--- src/rtl/alu_pkg.sv ---
// Shared op codes, FSM encoding and flag bit positions for alu_seq.
package alu_pkg;

  localparam logic [3:0] OP_ADD = 4'd0;
  localparam logic [3:0] OP_SUB = 4'd1;
  localparam logic [3:0] OP_AND = 4'd2;
  localparam logic [3:0] OP_OR  = 4'd3;
  localparam logic [3:0] OP_XOR = 4'd4;
  localparam logic [3:0] OP_NOT = 4'd5;
  localparam logic [3:0] OP_EQ  = 4'd6;
  localparam logic [3:0] OP_CLR = 4'd7;
  localparam logic [3:0] OP_SHL = 4'd8;
  localparam logic [3:0] OP_SHR = 4'd9;
  localparam logic [3:0] OP_SRA = 4'd10;
  localparam logic [3:0] OP_LTU = 4'd11;
  localparam logic [3:0] OP_LTS = 4'd12;
  localparam logic [3:0] OP_MUL = 4'd13;

  typedef enum logic {ST_IDLE = 1'b0, ST_MUL = 1'b1} state_t;

  // Bit positions inside the registered flag vector
  localparam int FLG_ZERO  = 0;
  localparam int FLG_NEG   = 1;
  localparam int FLG_CARRY = 2;
  localparam int FLG_OVF   = 3;
  localparam int FLG_ILL   = 4;
  localparam int NFLG      = 5;

endpackage

--- src/rtl/alu_mul_iter.sv ---
// Iterative shift-add multiplier: one partial-product step per clock.
// prod/done are combinational views of the step happening this cycle, so the
// caller can capture the final product on the same edge as the last step.
module alu_mul_iter #(
  parameter int WIDTH = 8
) (
  input  logic                 clk,
  input  logic                 rst_n,
  input  logic                 start,
  input  logic [WIDTH-1:0]     a,
  input  logic [WIDTH-1:0]     b,
  output logic                 done,
  output logic [2*WIDTH-1:0]   prod
);
  localparam int CW = $clog2(WIDTH + 1);

  logic [2*WIDTH-1:0] p_q;      // {partial high half, remaining multiplier bits}
  logic [WIDTH-1:0]   mcand_q;
  logic [CW-1:0]      cnt_q;
  logic [WIDTH:0]     sum;
  logic [2*WIDTH-1:0] p_nxt;

  // Add multiplicand into the high half when the current multiplier bit is set, then shift right
  always_comb begin
    sum   = {1'b0, p_q[2*WIDTH-1:WIDTH]} + (p_q[0] ? {1'b0, mcand_q} : {(WIDTH+1){1'b0}});
    p_nxt = {sum, p_q[WIDTH-1:1]};
    done  = (cnt_q == CW'(1));
    prod  = p_nxt;
  end

  // Operand load on start, then WIDTH steps counting down to idle
  always_ff @(posedge clk or negedge rst_n) begin
    if (!rst_n) begin
      p_q     <= '0;
      mcand_q <= '0;
      cnt_q   <= '0;
    end else if (start) begin
      p_q     <= {{WIDTH{1'b0}}, b};
      mcand_q <= a;
      cnt_q   <= CW'(WIDTH);
    end else if (cnt_q != '0) begin
      p_q     <= p_nxt;
      cnt_q   <= cnt_q - CW'(1);
    end
  end

endmodule

--- src/rtl/alu_seq.sv ---
// Registered ALU with valid/ready handshakes, status flags and an iterative
// multiply. One operation in flight; single-cycle ops issue back-to-back.
module alu_seq
  import alu_pkg::*;
#(
  parameter int WIDTH  = 8,
  parameter bit MUL_EN = 1'b1
) (
  input  logic             clk,
  input  logic             rst_n,
  input  logic             in_valid,
  output logic             in_ready,
  input  logic [WIDTH-1:0] a,
  input  logic [WIDTH-1:0] b,
  input  logic [3:0]       op,
  output logic             out_valid,
  input  logic             out_ready,
  output logic [WIDTH-1:0] result,
  output logic             zero,
  output logic             negative,
  output logic             carry,
  output logic             overflow,
  output logic             illegal,
  output logic             busy
);
  localparam int SHW = $clog2(WIDTH);

  state_t             state;
  logic [WIDTH-1:0]   res_q;
  logic [NFLG-1:0]    flg_q;
  logic               out_valid_q;
  logic               busy_q;

  logic [SHW-1:0]     sh;
  logic [WIDTH:0]     add_w;
  logic [WIDTH:0]     sub_w;
  logic [WIDTH-1:0]   alu_res;
  logic               alu_c;
  logic               alu_v;
  logic               alu_ill;
  logic               is_mul;
  logic               accept;
  logic               mul_done;
  logic [2*WIDTH-1:0] mul_prod;

  // Single-cycle op decode; illegal ops leave result at 0 so zero follows naturally
  always_comb begin
    sh      = b[SHW-1:0];
    add_w   = {1'b0, a} + {1'b0, b};
    sub_w   = {1'b0, a} - {1'b0, b};
    alu_res = '0;
    alu_c   = 1'b0;
    alu_v   = 1'b0;
    alu_ill = 1'b0;
    case (op)
      OP_ADD: begin
        alu_res = add_w[WIDTH-1:0];
        alu_c   = add_w[WIDTH];
        alu_v   = (a[WIDTH-1] == b[WIDTH-1]) && (add_w[WIDTH-1] != a[WIDTH-1]);
      end
      OP_SUB: begin
        alu_res = sub_w[WIDTH-1:0];
        alu_c   = sub_w[WIDTH];  // borrow == a < b unsigned
        alu_v   = (a[WIDTH-1] != b[WIDTH-1]) && (sub_w[WIDTH-1] != a[WIDTH-1]);
      end
      OP_AND: alu_res = a & b;
      OP_OR:  alu_res = a | b;
      OP_XOR: alu_res = a ^ b;
      OP_NOT: alu_res = ~a;
      OP_EQ:  alu_res = {{(WIDTH-1){1'b0}}, a == b};
      OP_CLR: alu_res = '0;
      OP_SHL: alu_res = a << sh;
      OP_SHR: alu_res = a >> sh;
      OP_SRA: alu_res = $unsigned($signed(a) >>> sh);
      OP_LTU: alu_res = {{(WIDTH-1){1'b0}}, a < b};
      OP_LTS: alu_res = {{(WIDTH-1){1'b0}}, $signed(a) < $signed(b)};
      default: alu_ill = 1'b1;  // 14, 15, and MUL when the multiplier is disabled
    endcase
  end

  // Handshake: accept only when idle and the output slot is free or draining
  always_comb begin
    is_mul   = MUL_EN && (op == OP_MUL);
    in_ready = rst_n && (state == ST_IDLE) && (!out_valid_q || out_ready);
    accept   = in_valid && in_ready;
  end

  alu_mul_iter #(.WIDTH(WIDTH)) u_mul (
    .clk   (clk),
    .rst_n (rst_n),
    .start (accept && is_mul),
    .a     (a),
    .b     (b),
    .done  (mul_done),
    .prod  (mul_prod)
  );

  // Control FSM plus output register: latency-1 ops in IDLE, multiply completion in MUL
  always_ff @(posedge clk or negedge rst_n) begin
    if (!rst_n) begin
      state       <= ST_IDLE;
      busy_q      <= 1'b0;
      out_valid_q <= 1'b0;
      res_q       <= '0;
      flg_q       <= '0;
    end else begin
      case (state)
        ST_IDLE: begin
          if (accept) begin
            if (is_mul) begin
              state       <= ST_MUL;
              busy_q      <= 1'b1;
              out_valid_q <= 1'b0;
            end else begin
              out_valid_q      <= 1'b1;
              res_q            <= alu_res;
              flg_q[FLG_ZERO]  <= (alu_res == '0);
              flg_q[FLG_NEG]   <= alu_res[WIDTH-1];
              flg_q[FLG_CARRY] <= alu_c;
              flg_q[FLG_OVF]   <= alu_v;
              flg_q[FLG_ILL]   <= alu_ill;
            end
          end else if (out_valid_q && out_ready) begin
            out_valid_q <= 1'b0;
          end
        end
        ST_MUL: begin
          if (mul_done) begin
            state            <= ST_IDLE;
            busy_q           <= 1'b0;
            out_valid_q      <= 1'b1;
            res_q            <= mul_prod[WIDTH-1:0];
            flg_q[FLG_ZERO]  <= (mul_prod[WIDTH-1:0] == '0);
            flg_q[FLG_NEG]   <= mul_prod[WIDTH-1];
            flg_q[FLG_CARRY] <= 1'b0;
            flg_q[FLG_OVF]   <= (mul_prod[2*WIDTH-1:WIDTH] != '0);
            flg_q[FLG_ILL]   <= 1'b0;
          end
        end
        default: state <= ST_IDLE;
      endcase
    end
  end

  assign out_valid = out_valid_q;
  assign result    = res_q;
  assign zero      = flg_q[FLG_ZERO];
  assign negative  = flg_q[FLG_NEG];
  assign carry     = flg_q[FLG_CARRY];
  assign overflow  = flg_q[FLG_OVF];
  assign illegal   = flg_q[FLG_ILL];
  assign busy      = busy_q;

endmodule

--- config.mk ---
export PLATFORM = sky130hd
export DESIGN_NAME = alu_seq
export DESIGN_NICKNAME = d
export VERILOG_FILES = /design/src/rtl/alu_pkg.sv /design/src/rtl/alu_mul_iter.sv /design/src/rtl/alu_seq.sv
export SDC_FILE = /design/constraint.sdc
export NUM_CORES = 1
export LEC_CHECK = 0
export BUFFER_PORTS_ARGS = -buffer_cell sky130_fd_sc_hd__buf_4
export CAP_MARGIN = 30
export CORE_MARGIN = 2
export CORE_UTILIZATION = 35
export CTS_CLUSTER_DIAMETER = 30
export DETAILED_ROUTE_END_ITERATION = 16
export GPL_TIMING_DRIVEN = 0
export PLACE_DENSITY = 0.51
export SYNTH_ARGS = -nofsm -noshare
export SYNTH_HDL_FRONTEND = slang
export SYNTH_SLANG_ARGS = --single-unit
--- constraint.sdc ---
create_clock -name clk -period 3.4 [get_ports clk]
set_clock_uncertainty 0.05 [all_clocks]
set_input_delay 0.34 -clock clk [delete_from_list [all_inputs] [get_ports clk]]
set_output_delay 0.34 -clock clk [all_outputs]
set_load 0.03 [all_outputs]
==> results of run 1 <==
==> Yosys cell counts (all sizes together), types with 3 or more instances <==
cell type and instances:
nand2b 10, a22oi 4, nand4 3, nand3 10
xor2 6, clkbuf 12, a221oi 4, nand4b 3
a22o 3, a211oi 9, a31o 3, o2111ai 3
nor3 16, mux2 9, and2 14, mux2i 21
a21oi 31, fa 3, nor4 6, a21o 9
ha 37, nand2 37, inv 31, or2 4
o21bai 7, mux4 8, buf 20, a31oi 4
o22ai 5, xnor2 7, nand3b 4, nor2b 10
o211ai 4, o21ai 29, dfrtp 43, nor2 35
and3 4
==> placed cells by master (no fill, tap or decap), types with 3 or more instances in the layout <==
cell / instances
o21bai_1: 7
nand4_1: 3
nand3_1: 10
a31oi_1: 4
nand2b_1: 10
buf_2: 11
or2_2: 4
mux2_2: 9
a21o_1: 8
nand3b_1: 4
nor4_1: 5
fa_1: 3
nor2_1: 35
and3_1: 3
a22oi_1: 4
a211oi_1: 8
clkbuf_1: 13
xnor2_1: 7
ha_1: 37
clkbuf_16: 5
nor2b_1: 9
buf_4: 42
o22ai_1: 5
mux2i_1: 21
o211ai_1: 4
o21ai_0: 27
nor3_1: 14
nand2_1: 37
and2_1: 14
buf_6: 4
inv_1: 30
a221oi_1: 4
mux4_2: 8
o2111ai_1: 3
nand4b_1: 3
xor2_1: 6
dfrtp_1: 43
a21oi_1: 31
a22o_1: 3
==> state kept, by name, indices dropped and copies added, names as in the netlist <==
signal         flops
u_mul.mcand_q      8
result             7
u_mul.cnt_q        4
u_mul.p_q         16
state              1
out_valid          1
busy               1
flg_q              5
==> stage by stage <==
stage               cells  power [mW]
finish                721        2.75
global route          721        2.96
CTS                   721        2.77
detailed placement    713        2.25
global placement      712        2.23
floorplan             508        1.81
==> per-layer routing <==
metal / global-route usage (%) / vias to the layer above / wire length, µm
met5: 0 / - / 0
met3: 3.17 / 26 / 633
li1: - / 1956 / -
met1: 31.1 / 1972 / 6390
met4: 5.63 / 0 / 329
met2: 30.8 / 125 / 6010
==> layout make-up <==
type,instances,area (µm²)
Fill cell,1242,7120
Tap cell,168,210
Timing Repair Buffer,37,275
Clock buffer,8,156
Buffer,32,185
Sequential cell,43,1080
Multi-Input combinational cell,402,3020
Inverter,31,116
==> worst paths after layout <==
check,cells after the start,from,endpoint,slack (ns)
max reg2reg,10,u_mul.p_q[0],flg_q[3],0.51
min reg2reg,2,result[5],result[5],0.43
min,1,rst_n,result[3],0.002
max,12,b[2],result[6],0.39
min in group clk,3,b[6],u_mul.p_q[6],0.25
max in group asynchronous,1,rst_n,u_mul.mcand_q[7],2.91
==> power groups by stage <==
stage                     combinational (mW)  sequential (mW)  clock (mW)
final                                   1.38            0.867       0.504
after global routing                    1.52            0.897       0.540
after CTS                               1.38            0.868       0.520
after global placement                  1.35            0.873           0
after detailed placement                1.37            0.877           0
after floorplan                        0.846            0.968           0
==> kinds of logic (layout without fill, tap and decap cells) <==
logic type,count (synthesis),in the layout,synth area share (%)
XOR/XNOR,13,13,2.59
buffers and inverters,63,108,6.86
flip-flops,43,43,24.5
AND/OR/NAND/NOR,167,167,20.5
adder cells (fa/ha/maj),40,40,11.9
AO/OA/AOI/OAI,144,144,22.6
multiplexers,38,38,11.2
==> impl_metrics.toml, run 1 <==
[status]
status = "finished clean"

[grt]
grt_usage_pct = 20.7
grt_max_degree = 46
antenna_found_initial = 0
first_global_vias = 3950
grt-ovfl-total = 0
grt_pass1_wl_mm = 21.5

[setup_path]
crit_path_max_incr_delay_ns = 0.51
end_kind = "register"
cp_top_family = "compound AO/OA/AOI/OAI gates"
worstPathRequired_ns = 3.52
start_kind = "input port"
cp.arrival_ns = 3.14
path_cells = "buf_4 > clkbuf_1 > inv_1 > ha_1 > buf_6 > a211oi_2 > o21bai_1 > a21o_1 > a221o_1 > a2111oi_2 > nand2_1 > a31o_1"
critPathSlowestCell = "a2111oi_2"
worst-setup-path-type = "input port to register"
critical_path_buf_inv_count = 4
crit_fanout = 8

[cells_and_area]
antennaDiodeCount = 0
final_area_mm2 = 0.00504
drive_gt1_share_pct = 18.1
utilization_pct = 41.4
fin_nets = 616
area_delta_synth_final_pct = 14.6

[timing]
max-slew-margin-rel_pct = 52.9
finalMaxSlewViolations = 0
hold_ws_ns = 0.00155
setup_ws_ns = 0.389
post-route-min-period_ns = 3.01
fin_crit_sh_pct = 88.6
setup_tns_ns = 0
max_freq_ghz = 0.332
rsz0062_at_grt = "false"
finalHoldViolations = 0
setup_violations = 0
tightestPinTransition_ns = 0.697

[synthesis]
synth.avg_cell_area_um2 = 8.66
synth_edf_count = 0
ys_types = 74
async_reset_ff_share_pct = 100
synthFlopType = "dfrtp_1"
yosys_warnings = 0
yosysTopAreaCellShare_pct = 24.5
syn_area_mm2 = 0.00440
ys_seq_area_share_pct = 24.5
synth_largest_area_cell = "dfrtp_1"
synth.area.top_cells = "dfrtp_1 (24%), ha_1 (11%), mux2i_1 (4.8%)"
syn-num-nets = 572
syn_inst = 508
synth-seq-cells = 43

[floorplan]
die_h_um = 116
start_util_pct = 36.2
dieArea_mm2 = 0.0135
die_w_um = 116
core_mm2 = 0.0122
rows = 40
io_pins = 40

[power_and_ir_drop]
p_per_area_mw_per_mm2 = 545
p_seq_share_pct = 31.6
peakVddDrop_mv = 0.349
comb_power_share_pct = 50.1
p_int_mw = 1.60
p_sw_share_pct = 41.8
p_sw_mw = 1.15
pwr-share-clk_pct = 18.3
p_leak_nw = 2.26

[clocking]
root_buffer = "clkbuf_16"
cts_tree = "yes"
clk_latency_ns = 0.28
cts_resized = 0
cts_made_buffers = 5
clkTransAtPathRegs_ns = 0.06
cts_hold_buf = 0
clockBufferDepth = 2
clock-sinks = 43
postCtsSetupBuffers = 0
h-tree-depth = 2

[placed_design]
gp_congestion = 0.892
port_buffers = 36
dpl-instance-area_mm2 = 0.00488
hpwl_mm = 10.4
post-place-ws_ns = 0.0861

[drt]
dr.pass1.iters = 5
ant_nets = 0
wl_mm = 13.4
vias = 4079
wl_per_cell_um = 18.5
drtIter0Drc = 330
drc = 0
vias_per_cell = 5.66

[job]
drv_cap = 0

[hold_path]
min_path_type = "input port to asynchronous set/reset pin"
Note: power is estimated with default switching activity, not from simulation.
==> run 2: changes to the inputs <==
--- a/config.mk
+++ b/config.mk
@@ -8,11 +8,11 @@
 export BUFFER_PORTS_ARGS = -buffer_cell sky130_fd_sc_hd__buf_4
 export CAP_MARGIN = 30
 export CORE_MARGIN = 2
-export CORE_UTILIZATION = 35
+export CORE_UTILIZATION = 40
 export CTS_CLUSTER_DIAMETER = 30
 export DETAILED_ROUTE_END_ITERATION = 16
 export GPL_TIMING_DRIVEN = 0
-export PLACE_DENSITY = 0.51
+export PLACE_DENSITY = 0.56
 export SYNTH_ARGS = -nofsm -noshare
 export SYNTH_HDL_FRONTEND = slang
 export SYNTH_SLANG_ARGS = --single-unit
==> run 2 against run 1 <==
Maximum frequency increased by 0.49%. Die area decreased by 12%. Sequential share of layout area increased by 0.47 points. Total power decreased by 7.4%. Utilization increased by 4.2 points. Non-clock buffer count increased by 1. Largest power group unchanged. Highest routed layer unchanged.
==> impl_metrics.toml, run 2 (synthesized netlist as in run 1, its figures left out) <==
[setup_path]
reg2reg_to = "flg_q[3]"
worstPathRequired_ns = 3.55
startpoint = "b[2]"
reg2reg_setup_slack_ns = 0.54
cp_top_family = "compound AO/OA/AOI/OAI gates"
path_cells = "buf_4 > clkbuf_1 > inv_1 > ha_1 > buf_6 > a211oi_2 > o21bai_1 > a21o_1 > a221o_1 > a2111oi_2 > nand2_1 > a31o_1"
end_kind = "register"
cp-endpoint = "result[6]"
start_kind = "input port"
crit_path_max_incr_delay_ns = 0.48
worst-setup-path-type = "input port to register"
r2r_start = "u_mul.p_q[0]"
crit_fanout = 8
ff2ff_path_depth = 10
critPathSlowestCell = "a2111oi_2"
critical_path_buf_inv_count = 4
cp.arrival_ns = 3.15
path_depth = 12

[timing]
rsz0062_at_grt = "false"
max-slew-margin-rel_pct = 47.7
max_freq_ghz = 0.334
finalHoldViolations = 0
hold_ws_ns = 0.230
setup_violations = 0
fin_crit_sh_pct = 88.1
post-route-min-period_ns = 3.00
finalMaxSlewViolations = 0
tightestPinTransition_ns = 0.774
setup_tns_ns = 0

[power_and_ir_drop]
peakVddDrop_mv = 0.317
pwr-share-clk_pct = 12.0
comb_power_share_pct = 53.7
p_int_mw = 1.42
p_seq_share_pct = 34.4
p_leak_nw = 2.22
p_per_area_mw_per_mm2 = 516
p_sw_share_pct = 44.1
p_sw_mw = 1.12

[drt]
wl_per_cell_um = 19.0
wl_mm = 13.2
ant_nets = 0
vias_per_cell = 5.93
vias = 4103
drc = 0
drtIter0Drc = 418
dr.pass1.iters = 6

[grt]
grt_usage_pct = 23.3
grt_pass1_wl_mm = 21.3
first_global_vias = 3900
grt_max_degree = 46
antenna_found_initial = 0
grt-ovfl-total = 0

[clocking]
cts_resized = 0
cts_made_buffers = 5
clock-sinks = 43
postCtsSetupBuffers = 0
clkTransAtPathRegs_ns = 0.08
h-tree-depth = 2
root_buffer = "clkbuf_8"
cts_hold_buf = 1
clk_latency_ns = 0.30
clockBufferDepth = 2
cts_tree = "yes"

[cells_and_area]
antennaDiodeCount = 0
fillCellCount = 1067
layout_commonest_cell = "dfrtp_1"
multi_input_area_mm2 = 0.00302
drive_gt1_share_pct = 17.8
final_cell_mix = "dfrtp_1 (43), buf_4 (42), nand2_1 (37), ha_1 (37), nor2_1 (35)"
largest_reg_flops = 16
final-seq-area_mm2 = 0.00108
regMostFlops = "u_mul.p_q"
fin_nets = 617
area_delta_synth_final_pct = 12.1
final_area_mm2 = 0.00493

[floorplan]
die_w_um = 109
rows = 38
die_h_um = 109
io_pins = 40
core_mm2 = 0.0108
dieArea_mm2 = 0.0118
start_util_pct = 40.7

[placed_design]
hpwl_mm = 10.1
port_buffers = 36
gp_congestion = 0.955
dpl-instance-area_mm2 = 0.00484

[status]
status = "finished clean"

[hold_path]
min_path_type = "input port to register"

[job]
drv_cap = 0
-- run 2: worst min-delay path by stage --
stage | start | end | slack, ns | depth (start not counted)
2_1_floorplan | rst_n | busy | -0.006 | 0
3_3_place_gp | rst_n | flg_q[3] | 0.33 | 1
3_5_place_dp | rst_n | flg_q[3] | 0.33 | 1
4_1_cts | b[4] | u_mul.p_q[4] | 0.23 | 3
5_1_grt | b[6] | u_mul.p_q[6] | 0.25 | 3
6_report | b[6] | u_mul.p_q[6] | 0.23 | 3
-- run 2: through the flow --
| step | std cells | total power [mW] | setup slack, ns | utilization, % |
|---|---|---|---|---|
| final | 692 | 2.54 | 0.404 | 45.7 |
| after global routing | 692 | 2.76 | 0.184 | 45.7 |
| after CTS | 691 | 2.56 | 0.393 | 45.6 |
| after detailed placement | 684 | 2.24 | 0.0887 | 44.9 |
| after global placement | 684 | 2.22 | 0.0885 | 44.9 |
| after floorplan | 508 | 1.81 | 0.655 | - |
-- run 2: layout make-up --
class,count,area share (%)
buffer,32,3.76
clock buffer,6,1.47
inverter,31,2.36
multi-input combinational,402,61.3
sequential,43,21.8
tap,140,3.55
timing repair buffer,38,5.79
-- run 2: power by group through the flow --
| stage | registers, mW | logic (mW) | clock network [mW] |
|---|---|---|---|
| 6_report | 0.875 | 1.37 | 0.304 |
| 5_1_grt | 0.906 | 1.52 | 0.336 |
| 4_1_cts | 0.872 | 1.37 | 0.320 |
| 3_5_place_dp | 0.880 | 1.36 | 0 |
| 3_3_place_gp | 0.875 | 1.34 | 0 |
| 2_1_floorplan | 0.968 | 0.846 | 0 |
-- run 2: worst register-to-register path: stages, from the launching register on --
cell and delay (ns):
dfrtp_1 0.45, and2_1 0.17, ha_1 0.24, fa_1 0.46, a211oi_1 0.28, o21bai_1 0.11
a21oi_1 0.24, o21bai_1 0.11, a21oi_1 0.21, nand4_1 0.21, a22o_1 0.23
-- run 2: routing by layer --
layer / GRT usage, % / up-vias / part of all wire (%)
met5: 0 / - / 0
met4: 6.23 / 0 / 2.5
met3: 5.14 / 27 / 5.9
met2: 35.4 / 139 / 44
met1: 33.5 / 1987 / 47
li1: - / 1950 / -
==> run 3: changes to the inputs <==
--- a/config.mk
+++ b/config.mk
@@ -8,11 +8,11 @@
 export BUFFER_PORTS_ARGS = -buffer_cell sky130_fd_sc_hd__buf_4
 export CAP_MARGIN = 30
 export CORE_MARGIN = 2
-export CORE_UTILIZATION = 40
+export CORE_UTILIZATION = 55
 export CTS_CLUSTER_DIAMETER = 30
 export DETAILED_ROUTE_END_ITERATION = 16
 export GPL_TIMING_DRIVEN = 0
-export PLACE_DENSITY = 0.56
+export PLACE_DENSITY = 0.74
 export SYNTH_ARGS = -nofsm -noshare
 export SYNTH_HDL_FRONTEND = slang
 export SYNTH_SLANG_ARGS = --single-unit
==> run 3 against run 2 <==
Design area shrank 0.15%. Combinational power about the same. Clock power is 39% higher. Sequential power is essentially flat. Critical endpoint unchanged.
==> impl_metrics.toml, run 3 (synthesized netlist as in run 1, its figures left out) <==
[clocking]
clkTransAtPathRegs_ns = 0.09
cts_made_buffers = 5
cts_tree = "yes"
cts_resized = 0
root_buffer = "clkbuf_8"
clockBufferDepth = 2
clk_latency_ns = 0.30
h-tree-depth = 2
clock-sinks = 43
postCtsSetupBuffers = 0

[timing]
max-slew-margin-rel_pct = 32.6
setup_tns_ns = 0
max_freq_ghz = 0.329
finalHoldViolations = 0
rsz0062_at_grt = "false"
tightestPinTransition_ns = 1.00
fin_crit_sh_pct = 89.5
hold_ws_ns = 0.214
setup_violations = 0
finalMaxSlewViolations = 0
post-route-min-period_ns = 3.04

[drt]
dr.pass1.iters = 7
vias_per_cell = 6.38
wl_per_cell_um = 19.5
drc = 0
ant_nets = 0
wl_mm = 12.8
vias = 4181
drtIter0Drc = 406

[placed_design]
hpwl_mm = 9.75
gp_congestion = 0.953
port_buffers = 36

[setup_path]
worst-setup-path-type = "input port to register"
cp.arrival_ns = 3.19
crit_fanout = 8
end_kind = "register"
startpoint = "b[2]"
start_kind = "input port"
worstPathRequired_ns = 3.55
r2r_start = "u_mul.p_q[0]"

[floorplan]
rows = 32
core_mm2 = 0.00773
start_util_pct = 56.9
die_h_um = 93.4
io_pins = 40
dieArea_mm2 = 0.00873
die_w_um = 93.4

[cells_and_area]
regMostFlops = "u_mul.p_q"
drive_gt1_share_pct = 18.1
largest_reg_flops = 16
fin_nets = 616
area_delta_synth_final_pct = 11.9
layout_commonest_cell = "dfrtp_1"
antennaDiodeCount = 0
final_cell_mix = "dfrtp_1 (43), buf_4 (42), nand2_1 (37), ha_1 (37), nor2_1 (35)"

[grt]
grt_usage_pct = 29.8
grt_max_degree = 46
antenna_found_initial = 0
grt-ovfl-total = 0
first_global_vias = 3842
grt_pass1_wl_mm = 20.1

[hold_path]
hp-start = "b[5]"
min_path_type = "input port to register"

[power_and_ir_drop]
p_leak_nw = 2.24
p_per_area_mw_per_mm2 = 541
p_total_mw = 2.66
peakVddDrop_mv = 0.369

[status]
status = "finished clean"

[job]
drv_cap = 0
[run 3: worst paths after layout]
| path | to | slack [ns] | cells after the start |
|---|---|---|---|
| setup / recovery | result[6] | 0.36 | 12 |
| hold / removal | u_mul.p_q[5] | 0.21 | 3 |
| setup reg to reg | flg_q[3] | 0.61 | 10 |
| hold reg to reg | busy | 0.43 | 1 |
| max in group asynchronous | u_mul.p_q[12] | 2.39 | 2 |
| min in group asynchronous | result[2] | 0.51 | 2 |
[run 3: layout make-up]
cell class | instances | area [µm²]
multi-input combinational | 402 | 3020
fill | 698 | 2800
sequential | 43 | 1080
timing repair buffer | 37 | 280
buffer | 32 | 185
tap | 102 | 128
inverter | 31 | 116
clock buffer | 6 | 82.6
clock inverter | 2 | 35.0
[run 3: layer usage]
layer,part of all wire [%],vias to the layer above,GRT usage (%)
li1,-,1949,-
met1,45,2021,44.0
met2,45,194,44.8
met3,9.5,17,7.01
met4,1.0,0,5.39
met5,0,-,0
[run 3: metrics by stage]
step                      utilization, %  area, µm²  worst slack [ns]  instances
final                               63.7       4920             0.357        655
after global routing                63.7       4920             0.211        655
after CTS                           63.7       4920             0.425        655
after detailed placement            62.1       4800            0.0912        646
after global placement              62.1       4800             0.103        646
after floorplan                        -       4400             0.655        508
[run 3: where the power goes]
group	total, mW	internal, mW	switching, mW	leakage, nW
sequential	0.873	0.714	0.159	0.546
combinational	1.37	0.571	0.796	1.63
clock	0.423	0.238	0.185	0.0612
[run 3: repair_timing]
action | 4_1_cts | 5_1_grt
setup endpoints to repair | 0 | 0
endpoints found under the hold margin | 43 | 0
hold buffers | 1 | 0
[run 3: critical path: stages]
cell       delay [ns]
buf_4            0.08
clkbuf_1         0.31
inv_1            0.24
ha_1             0.35
buf_6            0.15
a211oi_2         0.21
o21bai_1         0.10
a21o_1           0.22
a221o_1          0.32
a2111oi_2        0.51
nand2_1          0.12
a31o_1           0.22
